## src/rtl/vga_timing_sequencer_if.sv

```systemverilog
// Renderer-facing request bus plus the delayed VGA pins of the timing sequencer.
// The master modport is the sequencer; the slave modport is the renderer/pad side.
interface vga_timing_sequencer_if;
    logic        req_valid;
    logic [10:0] req_x;
    logic [9:0]  req_y;
    logic        line_start;
    logic        frame_start;
    logic [23:0] rgb_in;
    logic        vga_hsync;
    logic        vga_vsync;
    logic        vga_blank_n;
    logic [7:0]  vga_r;
    logic [7:0]  vga_g;
    logic [7:0]  vga_b;

    modport master (
        output req_valid, req_x, req_y, line_start, frame_start,
        output vga_hsync, vga_vsync, vga_blank_n, vga_r, vga_g, vga_b,
        input  rgb_in
    );

    modport slave (
        input  req_valid, req_x, req_y, line_start, frame_start,
        input  vga_hsync, vga_vsync, vga_blank_n, vga_r, vga_g, vga_b,
        output rgb_in
    );
endinterface

```

## src/rtl/vga_timing_sequencer.sv

```systemverilog
// VGA scan sequencer: h/v counters, pixel requests, sync/blank delayed to renderer latency.
// Latency: requests are registered counter-stage outputs; sync/blank lag them by PIPE_LAT cycles.
// No backpressure: scan-out starts/stops only at frame boundaries; FRAME_COUNTER_EN adds frame_cnt.
module vga_timing_sequencer #(
    parameter int H_ACTIVE = 1024,
    parameter int H_FP     = 24,
    parameter int H_SYNC   = 136,
    parameter int H_BP     = 160,
    parameter int V_ACTIVE = 768,
    parameter int V_FP     = 3,
    parameter int V_SYNC   = 6,
    parameter int V_BP     = 29,
    parameter bit SYNC_POL = 1'b0,
    parameter int PIPE_LAT = 2
) (
    input  logic        clk,
    input  logic        rst,
    input  logic        en,
    output logic        busy,
`ifdef FRAME_COUNTER_EN
    output logic [15:0] frame_cnt,
`endif
    vga_timing_sequencer_if.master bus
);
    localparam logic [10:0] H_LAST = 11'(H_ACTIVE + H_FP + H_SYNC + H_BP - 1);
    localparam logic [10:0] H_ACT  = 11'(H_ACTIVE);
    localparam logic [10:0] HS_BEG = 11'(H_ACTIVE + H_FP);
    localparam logic [10:0] HS_END = 11'(H_ACTIVE + H_FP + H_SYNC);
    localparam logic [9:0]  V_LAST = 10'(V_ACTIVE + V_FP + V_SYNC + V_BP - 1);
    localparam logic [9:0]  V_ACT  = 10'(V_ACTIVE);
    localparam logic [9:0]  VS_BEG = 10'(V_ACTIVE + V_FP);
    localparam logic [9:0]  VS_END = 10'(V_ACTIVE + V_FP + V_SYNC);

    typedef enum logic [1:0] {IDLE, RUN, STOPPING} state_t;

    // Pipeline carries "asserted" flags; conversion to pin polarity happens at the output.
    typedef struct packed {
        logic hs;
        logic vs;
        logic act;
    } vid_t;

    state_t      state, state_nxt;
    logic [10:0] h, h_nxt;
    logic [9:0]  v, v_nxt;
    logic        req_valid, line_start, frame_start;
    logic        req_valid_nxt, line_start_nxt, frame_start_nxt;
    logic        last_h, last_frame, run_nxt;
    vid_t        raw;
    vid_t        pipe [PIPE_LAT];

    always_comb begin
        state_nxt  = state;
        h_nxt      = h;
        v_nxt      = v;
        last_h     = (h == H_LAST);
        last_frame = last_h && (v == V_LAST);

        if (state != IDLE) begin
            if (last_h) begin
                h_nxt = '0;
                v_nxt = (v == V_LAST) ? '0 : v + 10'd1;
            end else begin
                h_nxt = h + 11'd1;
            end
        end

        case (state)
            IDLE: begin
                h_nxt = '0;
                v_nxt = '0;
                if (en) state_nxt = RUN;
            end
            RUN: begin
                // Dropping EN on the very last pixel must not start another frame.
                if (!en) state_nxt = last_frame ? IDLE : STOPPING;
            end
            STOPPING: begin
                if (en)              state_nxt = RUN;
                else if (last_frame) state_nxt = IDLE;
            end
            default: state_nxt = IDLE;
        endcase

        run_nxt         = (state_nxt != IDLE);
        req_valid_nxt   = run_nxt && (h_nxt < H_ACT) && (v_nxt < V_ACT);
        line_start_nxt  = run_nxt && (h_nxt == '0) && (v_nxt < V_ACT);
        frame_start_nxt = run_nxt && (h_nxt == '0) && (v_nxt == '0);

        raw.hs  = busy && (h >= HS_BEG) && (h < HS_END);
        raw.vs  = busy && (v >= VS_BEG) && (v < VS_END);
        raw.act = req_valid;
    end

    always_ff @(posedge clk) begin
        if (rst) begin
            state       <= IDLE;
            h           <= '0;
            v           <= '0;
            req_valid   <= 1'b0;
            line_start  <= 1'b0;
            frame_start <= 1'b0;
            for (int i = 0; i < PIPE_LAT; i++) pipe[i] <= '0;
        end else begin
            state       <= state_nxt;
            h           <= h_nxt;
            v           <= v_nxt;
            req_valid   <= req_valid_nxt;
            line_start  <= line_start_nxt;
            frame_start <= frame_start_nxt;
            pipe[0]     <= raw;
            for (int i = 1; i < PIPE_LAT; i++) pipe[i] <= pipe[i-1];
        end
    end

`ifdef FRAME_COUNTER_EN
    always_ff @(posedge clk) begin
        if (rst)                  frame_cnt <= '0;
        else if (frame_start_nxt) frame_cnt <= frame_cnt + 16'd1;
    end
`endif

    assign busy            = (state != IDLE);
    assign bus.req_valid   = req_valid;
    assign bus.req_x       = h;
    assign bus.req_y       = v;
    assign bus.line_start  = line_start;
    assign bus.frame_start = frame_start;
    assign bus.vga_hsync   = pipe[PIPE_LAT-1].hs ? SYNC_POL : ~SYNC_POL;
    assign bus.vga_vsync   = pipe[PIPE_LAT-1].vs ? SYNC_POL : ~SYNC_POL;
    assign bus.vga_blank_n = pipe[PIPE_LAT-1].act;
    assign bus.vga_r       = pipe[PIPE_LAT-1].act ? bus.rgb_in[23:16] : 8'd0;
    assign bus.vga_g       = pipe[PIPE_LAT-1].act ? bus.rgb_in[15:8]  : 8'd0;
    assign bus.vga_b       = pipe[PIPE_LAT-1].act ? bus.rgb_in[7:0]   : 8'd0;
endmodule
```

## src/flat_wrapper.sv

```systemverilog
// flat-port wrapper written by rule: the top's interface ports become plain ports
module vga_timing_sequencer_flat 
#(
    parameter int H_ACTIVE = 1024,
    parameter int H_FP     = 24,
    parameter int H_SYNC   = 136,
    parameter int H_BP     = 160,
    parameter int V_ACTIVE = 768,
    parameter int V_FP     = 3,
    parameter int V_SYNC   = 6,
    parameter int V_BP     = 29,
    parameter bit SYNC_POL = 1'b0,
    parameter int PIPE_LAT = 2
)
  (clk, rst, en, busy, bus_req_valid, bus_req_x, bus_req_y, bus_line_start, bus_frame_start, bus_vga_hsync, bus_vga_vsync, bus_vga_blank_n, bus_vga_r, bus_vga_g, bus_vga_b, bus_rgb_in);
  vga_timing_sequencer_if bus_i ();
  input  logic clk;
  input  logic rst;
  input  logic en;
  output logic busy;
  output wire logic [$bits(bus_i.req_valid)-1:0] bus_req_valid;
  output wire logic [$bits(bus_i.req_x)-1:0] bus_req_x;
  output wire logic [$bits(bus_i.req_y)-1:0] bus_req_y;
  output wire logic [$bits(bus_i.line_start)-1:0] bus_line_start;
  output wire logic [$bits(bus_i.frame_start)-1:0] bus_frame_start;
  output wire logic [$bits(bus_i.vga_hsync)-1:0] bus_vga_hsync;
  output wire logic [$bits(bus_i.vga_vsync)-1:0] bus_vga_vsync;
  output wire logic [$bits(bus_i.vga_blank_n)-1:0] bus_vga_blank_n;
  output wire logic [$bits(bus_i.vga_r)-1:0] bus_vga_r;
  output wire logic [$bits(bus_i.vga_g)-1:0] bus_vga_g;
  output wire logic [$bits(bus_i.vga_b)-1:0] bus_vga_b;
  input wire logic [$bits(bus_i.rgb_in)-1:0] bus_rgb_in;
  assign bus_req_valid = bus_i.req_valid;
  assign bus_req_x = bus_i.req_x;
  assign bus_req_y = bus_i.req_y;
  assign bus_line_start = bus_i.line_start;
  assign bus_frame_start = bus_i.frame_start;
  assign bus_vga_hsync = bus_i.vga_hsync;
  assign bus_vga_vsync = bus_i.vga_vsync;
  assign bus_vga_blank_n = bus_i.vga_blank_n;
  assign bus_vga_r = bus_i.vga_r;
  assign bus_vga_g = bus_i.vga_g;
  assign bus_vga_b = bus_i.vga_b;
  assign bus_i.rgb_in = bus_rgb_in;
  vga_timing_sequencer #(.H_ACTIVE(H_ACTIVE), .H_FP(H_FP), .H_SYNC(H_SYNC), .H_BP(H_BP), .V_ACTIVE(V_ACTIVE), .V_FP(V_FP), .V_SYNC(V_SYNC), .V_BP(V_BP), .SYNC_POL(SYNC_POL), .PIPE_LAT(PIPE_LAT)) u_core (.clk(clk), .rst(rst), .en(en), .busy(busy), .bus(bus_i));
endmodule
```

## config.mk

```make
export PLATFORM = sky130hd
export DESIGN_NAME = vga_timing_sequencer_flat
export DESIGN_NICKNAME = d
export VERILOG_FILES = /design/src/rtl/vga_timing_sequencer_if.sv /design/src/rtl/vga_timing_sequencer.sv /design/src/flat_wrapper.sv
export SDC_FILE = /design/constraint.sdc
export NUM_CORES = 1
export LEC_CHECK = 0
export ABC_AREA = 1
export BUFFER_PORTS_ARGS = -buffer_cell sky130_fd_sc_hd__buf_2
export CAP_MARGIN = 0
export CORE_MARGIN = 5
export CORE_UTILIZATION = 45
export CTS_CLUSTER_DIAMETER = 40
export DETAILED_ROUTE_END_ITERATION = 10
export PLACE_DENSITY = 0.84
export SLEW_MARGIN = 25
export SYNTH_ARGS = -nofsm -noshare
export SYNTH_HDL_FRONTEND = slang
export SYNTH_SLANG_ARGS = --single-unit
```

## constraint.sdc

```tcl
create_clock -name clk -period 2.6 [get_ports clk]
set_clock_uncertainty 0.05 [all_clocks]
set_input_delay 0.13 -clock clk [delete_from_list [all_inputs] [get_ports clk]]
set_output_delay 0.13 -clock clk [all_outputs]
set_load 0.005 [all_outputs]
```

* Yosys cells after proc, flatten, opt, wreduce, memory -nomap -nowiden
Memory sizes are Yosys's and may differ from the RTL's.
Index checks and enable logic that the tools add are counted.
** Word-level totals
- Register bits after elaboration :: 26
- Memory bits (writable) :: 6
- Input port bits :: 27
- Output and inout port bits :: 52
- Word-level logic and storage cells :: 59
- Memories kept :: 1
** Memory list
- u_core.pipe :: words 2, width 3, read ports 2, clocked after memory_dff 0, write ports 2, RTL line vga_timing_sequencer.sv:50 : vid_t pipe [PIPE_LAT];
** Cells by class
- Add/sub/neg operators :: 2
- $lt $le $gt $ge :: 6
- Equality and inequality tests :: 4
- Muxes and demuxes :: 23
- Bitwise operators :: 2
- Reduce and logical (&&, ||, !) cells :: 15
** Operator list (count)
- 10-bit 2-to-1 mux :: 4
- 11-bit 2-to-1 mux :: 3
- 8-bit 2-to-1 mux :: 3
- 11-bit less-than comparator, second input constant :: 2
- 10-bit less-than comparator, second input constant :: 2
- 11-bit by 1-bit adder with 11-bit output, second input constant :: 1
- 11-bit equality test, second input constant :: 1
- 11-bit greater-or-equal comparator, second input constant :: 1
- 11-bit logical NOT :: 1
- 10-bit by 1-bit adder with 10-bit output, second input constant :: 1
- 10-bit equality test, second input constant :: 1
- 10-bit greater-or-equal comparator, second input constant :: 1
- 1-bit logical AND :: 10
- 10-bit logical NOT :: 1
- 2-bit 2-to-1 mux :: 5
- 3-bit 2-to-1 mux :: 2
- 2-bit one-hot mux with 3 select lines :: 1
- 1-bit 2-to-1 mux :: 5
- 2-bit nonzero test :: 2
- 2-bit by 1-bit equality test with 1-bit output, second input constant :: 1
- 2-bit equality test, second input constant :: 1
- 2-bit logical NOT :: 1
- 1-bit bitwise OR :: 2

* Depth between registers and ports, before layout
- Depth after elaboration :: 8
- Gate-level depth with buffers :: 12
- Gate-level depth less buffers :: 12

* Least setup slack after synthesis
OpenSTA, ideal clock, no wires.
- Path type :: register -> register
- From :: register u_core.h[0] (netlist: u_core.bus.req_x[0])
- To :: register u_core.frame_start (netlist: u_core.bus.frame_start)
- Setup time :: 0.064 ns
- Arrival time :: 1.539 ns
- Required time :: 2.486 ns
- Setup slack :: 0.947 ns
- Cell stages (with the launch flop) :: 13
- Path buffers :: 1
- Period minus slack after synthesis :: 1.653 ns
- Cell sequence :: dfxtp_1 -> ha_1 -> nand2_1 -> nor2_4 -> nand2_4 -> nand2_4 -> buf_8 -> nor2_1 -> nor2_4 -> nand3_1 -> nor2_1 -> nand3_1 -> nor2_1
** On the way
- Cells in the longest elaborated chain, start to end :: 8
- Elaborated cells between the ends (all ways) :: 19
- Classes of those cells :: add/sub: 1; eq/ne: 1; mux: 11; reduce/logical: 6
** Ends and longest elaborated chain
- start, declared :: RTL line vga_timing_sequencer.sv:44 : logic [10:0] h, h_nxt;
- start signal, assigned :: RTL line vga_timing_sequencer.sv:106 : h <= h_nxt;
- parallel branches: the longest is 7 deep, another holds 11-bit by 1-bit adder with 11-bit output
- 1-bit logical AND * :: RTL line vga_timing_sequencer.sv:88 : frame_start_nxt = run_nxt && (h_nxt == '0) && (v_nxt == '0);
- end signal, assigned :: RTL line vga_timing_sequencer.sv:110 : frame_start <= frame_start_nxt;
- end, declared :: RTL line vga_timing_sequencer.sv:46 : logic req_valid, line_start, frame_start;
Mark *: on every way between the ends.
A chain may end at the register's enable or synchronous reset.

* Worst setup path in the final report
- From :: register u_core.h[1] (netlist: u_core.bus.req_x[1])
- To :: register u_core.line_start (netlist: u_core.bus.line_start)
** On the way
- Cells in the longest elaborated chain, start to end :: 8
- Elaborated cells between the ends (all ways) :: 19
- Classes of those cells :: add/sub: 1; order compare: 1; eq/ne: 1; mux: 11; reduce/logical: 5
** Ends and longest elaborated chain
- parallel branches: the longest is 7 deep, another holds 11-bit by 1-bit adder with 11-bit output
- 1-bit logical AND * :: RTL line vga_timing_sequencer.sv:87 : line_start_nxt = run_nxt && (h_nxt == '0) && (v_nxt < V_ACT);
- end signal, assigned :: RTL line vga_timing_sequencer.sv:109 : line_start <= line_start_nxt;
- end, declared :: RTL line vga_timing_sequencer.sv:46
Marked as above.

==> metrics.md <==
| Metric | Value |
|---|---|
| Sequential fraction of the synthesis area | `34.2%` |
| Count of final hold-check violations | `0` |
| Global-route usage over all layers | `17.3%` |
| Multiplexer area fraction after synthesis | `0%` |
| Overall via count from detail_route | `1,987` |
| I/O Buffers | `78` |
| DP HPWL | `3760 um` |
| CTS tree | `built` |
| Final setup fails | `0` |
| Core Region | `0.00403 mm^2` |
| WP data arrival | `2120 ps` |
| Layout Cells excl Fill | `431` |
| Die height | `74.5 um` |
| Adder-cell share of the synthesized area | `3.34%` |
| Pwr dens | `418 mW/mm^2` |
| Most frequent cells in the layout | `buf_2, nand2_1, inv_1` |
| Number of setup buffers added after CTS | `0` |
| Initial antenna violation count | `0` |
| Io pins | `79` |
| DR iter-0 viols | `191` |
| Root Buffer | `clkbuf_8` |
| Max-slew violation count | `0` |
| Yosys Warn Count | `0` |
| Via density | `4.61` |
| Worst-case clock buffer depth | `2` |
| Clock tree sinks | `32` |
| Post-Syn Area per Cell | `6.25 um^2` |
| DR pass1 iterations | `4` |
| Worst Tran Pin Value | `690 ps` |
| Final Cell Area | `0.00240 mm^2` |
| H-tree Lvls | `2` |
| EDFF count, synth | `0` |
| Syn Inst Count | `300` |
| Crit. End Element | `register` |
| Max-cap violations | `0` |
| Final setup TNS | `0 ps` |
| Final Critical Period | `1980 ps` |
| Most used flip-flop cell after synthesis | `dfxtp_1` |
| XOR/XNOR share of the synthesized area | `2.80%` |
| Final worst-path cycle share | `76.3%` |
| Drt wl/cell | `11.2 um` |
| Top cells by area, synth | `dfxtp_1, nand2_1, inv_1` |
| Total congestion overflow | `0` |
| Routability cong. | `0.954` |
| Area leader, netlist | `dfxtp_1` |
| Placed Cells | `422` |
| Synth unique cells | `28` |
| Final ANT Viol Nets | `0` |
| Ant diodes | `0` |
| Number of nets in the layout | `412` |
| VDD IR-drop max | `302 uV` |
| P_leak | `1.45 nW` |
| Synthesized Nets | `332` |
| CP Max Fanout | `12` |
| Power, Total | `1.00 mW` |
| Yosys reg bits | `32` |
| Largest net degree at the start of global routing | `30` |
| Max Freq | `504 MHz` |
| Slowest Stage Delay on Critical Path | `370 ps` |
| Die area | `0.00556 mm^2` |
| Main combinational cell family by area after synthesis | `simple AND/OR/NAND/NOR gates` |
| Clock buffer count from CTS | `5` |
| WP data required | `2740 ps` |
| Layout cells sized above 1 | `25.7%` |
| Slew HR | `53.9%` |
| Syn-to-layout area delta | `27.8%` |
| Hold WC Path Type | `input port to register` |
| Horiz. Die Dim | `74.5 um` |
| RSZ-0062 raised after global routing | `no` |
| Num rows | `23` |
| First-pass GRT wire length | `7510 um` |
| Most common cell after layout, fill and taps aside | `buf_2` |
| Startpoint types | `register` |
| Synth Area in Compound Gates | `5.67%` |
| DRT Wirelength | `4840 um` |
| Residual DRC | `0` |
| Vias in the first global route | `1,690` |
| DP Area | `0.00229 mm^2` |
| Top-area cell type share of the netlist area | `34.2%` |
| Status | `complete, no violations` |
| Clk_lat worst skew | `290 ps` |
| WS Path Type | `register to register` |
| Synth Area in Simple Gates | `39.6%` |
| Synth async-reset ratio | `0%` |
| Hold Buf Count CTS | `1` |
| Slowest-stage cell, CP | `dfxtp_1` |
| Initial Utilization | `46.5%` |
| Reg clk slew, reported paths | `70 ps` |
| Cell Area, Synth | `0.00187 mm^2` |
| CP cell instances | `ha_1, nand2_1, nor2_4, nand2_4, nand2_4, nand2_1, o21ai_0, nor2_1, nand3b_1, nor2_1` |
| PostCTS Resize Cnt | `0` |
==> cells in the mapped netlist, types with 2 or more instances <==
cell type / number
nand3_1: 24
dfxtp_1: 32
nand2_4: 2
a21oi_2: 3
nand4_1: 2
ha_1: 5
a21oi_1: 2
nor2_4: 2
inv_1: 63
nand2_1: 75
nor2_1: 52
o21ai_0: 7
nor3_1: 9
xor2_1: 5
clkbuf_1: 4
==> metrics by stage <==
stage / util [%] / hold slack, ps / setup WS (ps)
6_report: 59.5 / 249 / 617
5_1_grt: 59.5 / 281 / 428
4_1_cts: 59.5 / 242 / 636
3_5_place_dp: 56.9 / 299 / 652
3_3_place_gp: 56.9 / 302 / 770
2_1_floorplan: - / 168 / 947
==> power breakdown <==
part / total (mW) / internal [mW] / switching (mW)
clock: 0.396 / 0.211 / 0.186
sequential: 0.509 / 0.500 / 0.00841
combinational: 0.0972 / 0.0411 / 0.0561
==> cells by family after synthesis <==
group	Yosys count
flip-flops	32
buffers and inverters	69
AO/OA/AOI/OAI	16
XOR/XNOR	6
AND/OR/NAND/NOR	172
adder cells (fa/ha/maj)	5
==> metal layers <==
metal / vias up / wire, um / GRT usage [%]
li1: 1059 / - / -
met1: 843 / 2120 / 21.8
met2: 78 / 2200 / 28.4
met3: 7 / 445 / 3.92
met4: 0 / 78 / 7.51
met5: - / 0 / 0
==> final timing paths <==
path | slack, ps | start | endpoint | cells past startpoint
worst min register to register | 350 | u_core.pipe[0][2] | u_core.pipe[0][5] | 2
worst max-delay path | 620 | u_core.bus.req_x[1] | u_core.bus.line_start | 10
worst min-delay path | 250 | rst | u_core.pipe[0][4] | 2
worst max register to register | 620 | u_core.bus.req_x[1] | u_core.bus.line_start | 10
==> flip-flops by register name, indices dropped and copies added (netlist names) <==
register	cells
u_core.bus.req_valid	1
u_core.bus.req_y	10
u_core.bus.req_x	11
u_core.pipe	6
u_core.bus.frame_start	1
u_core.bus.line_start	1
u_core.state	2
==> layout make-up <==
cell class                 instances  area (um^2)
multi-input combinational        199          963
sequential                        32          641
fill                             360         1630
inverter                          63          236
timing repair buffer              79          400
clock inverter                     2         10.0
clock buffer                       6         82.6
tap                               50         62.6
==> critical path: cells and delay by family (launching register included) <==
family / cells / cell delay (ps)
and+or+nand+nor: 8 / 1040
adders and majority gates: 1 / 190
AOI/OAI and AO/OA: 1 / 230
DFF: 1 / 370
Note: power is estimated with default switching activity, not from simulation.
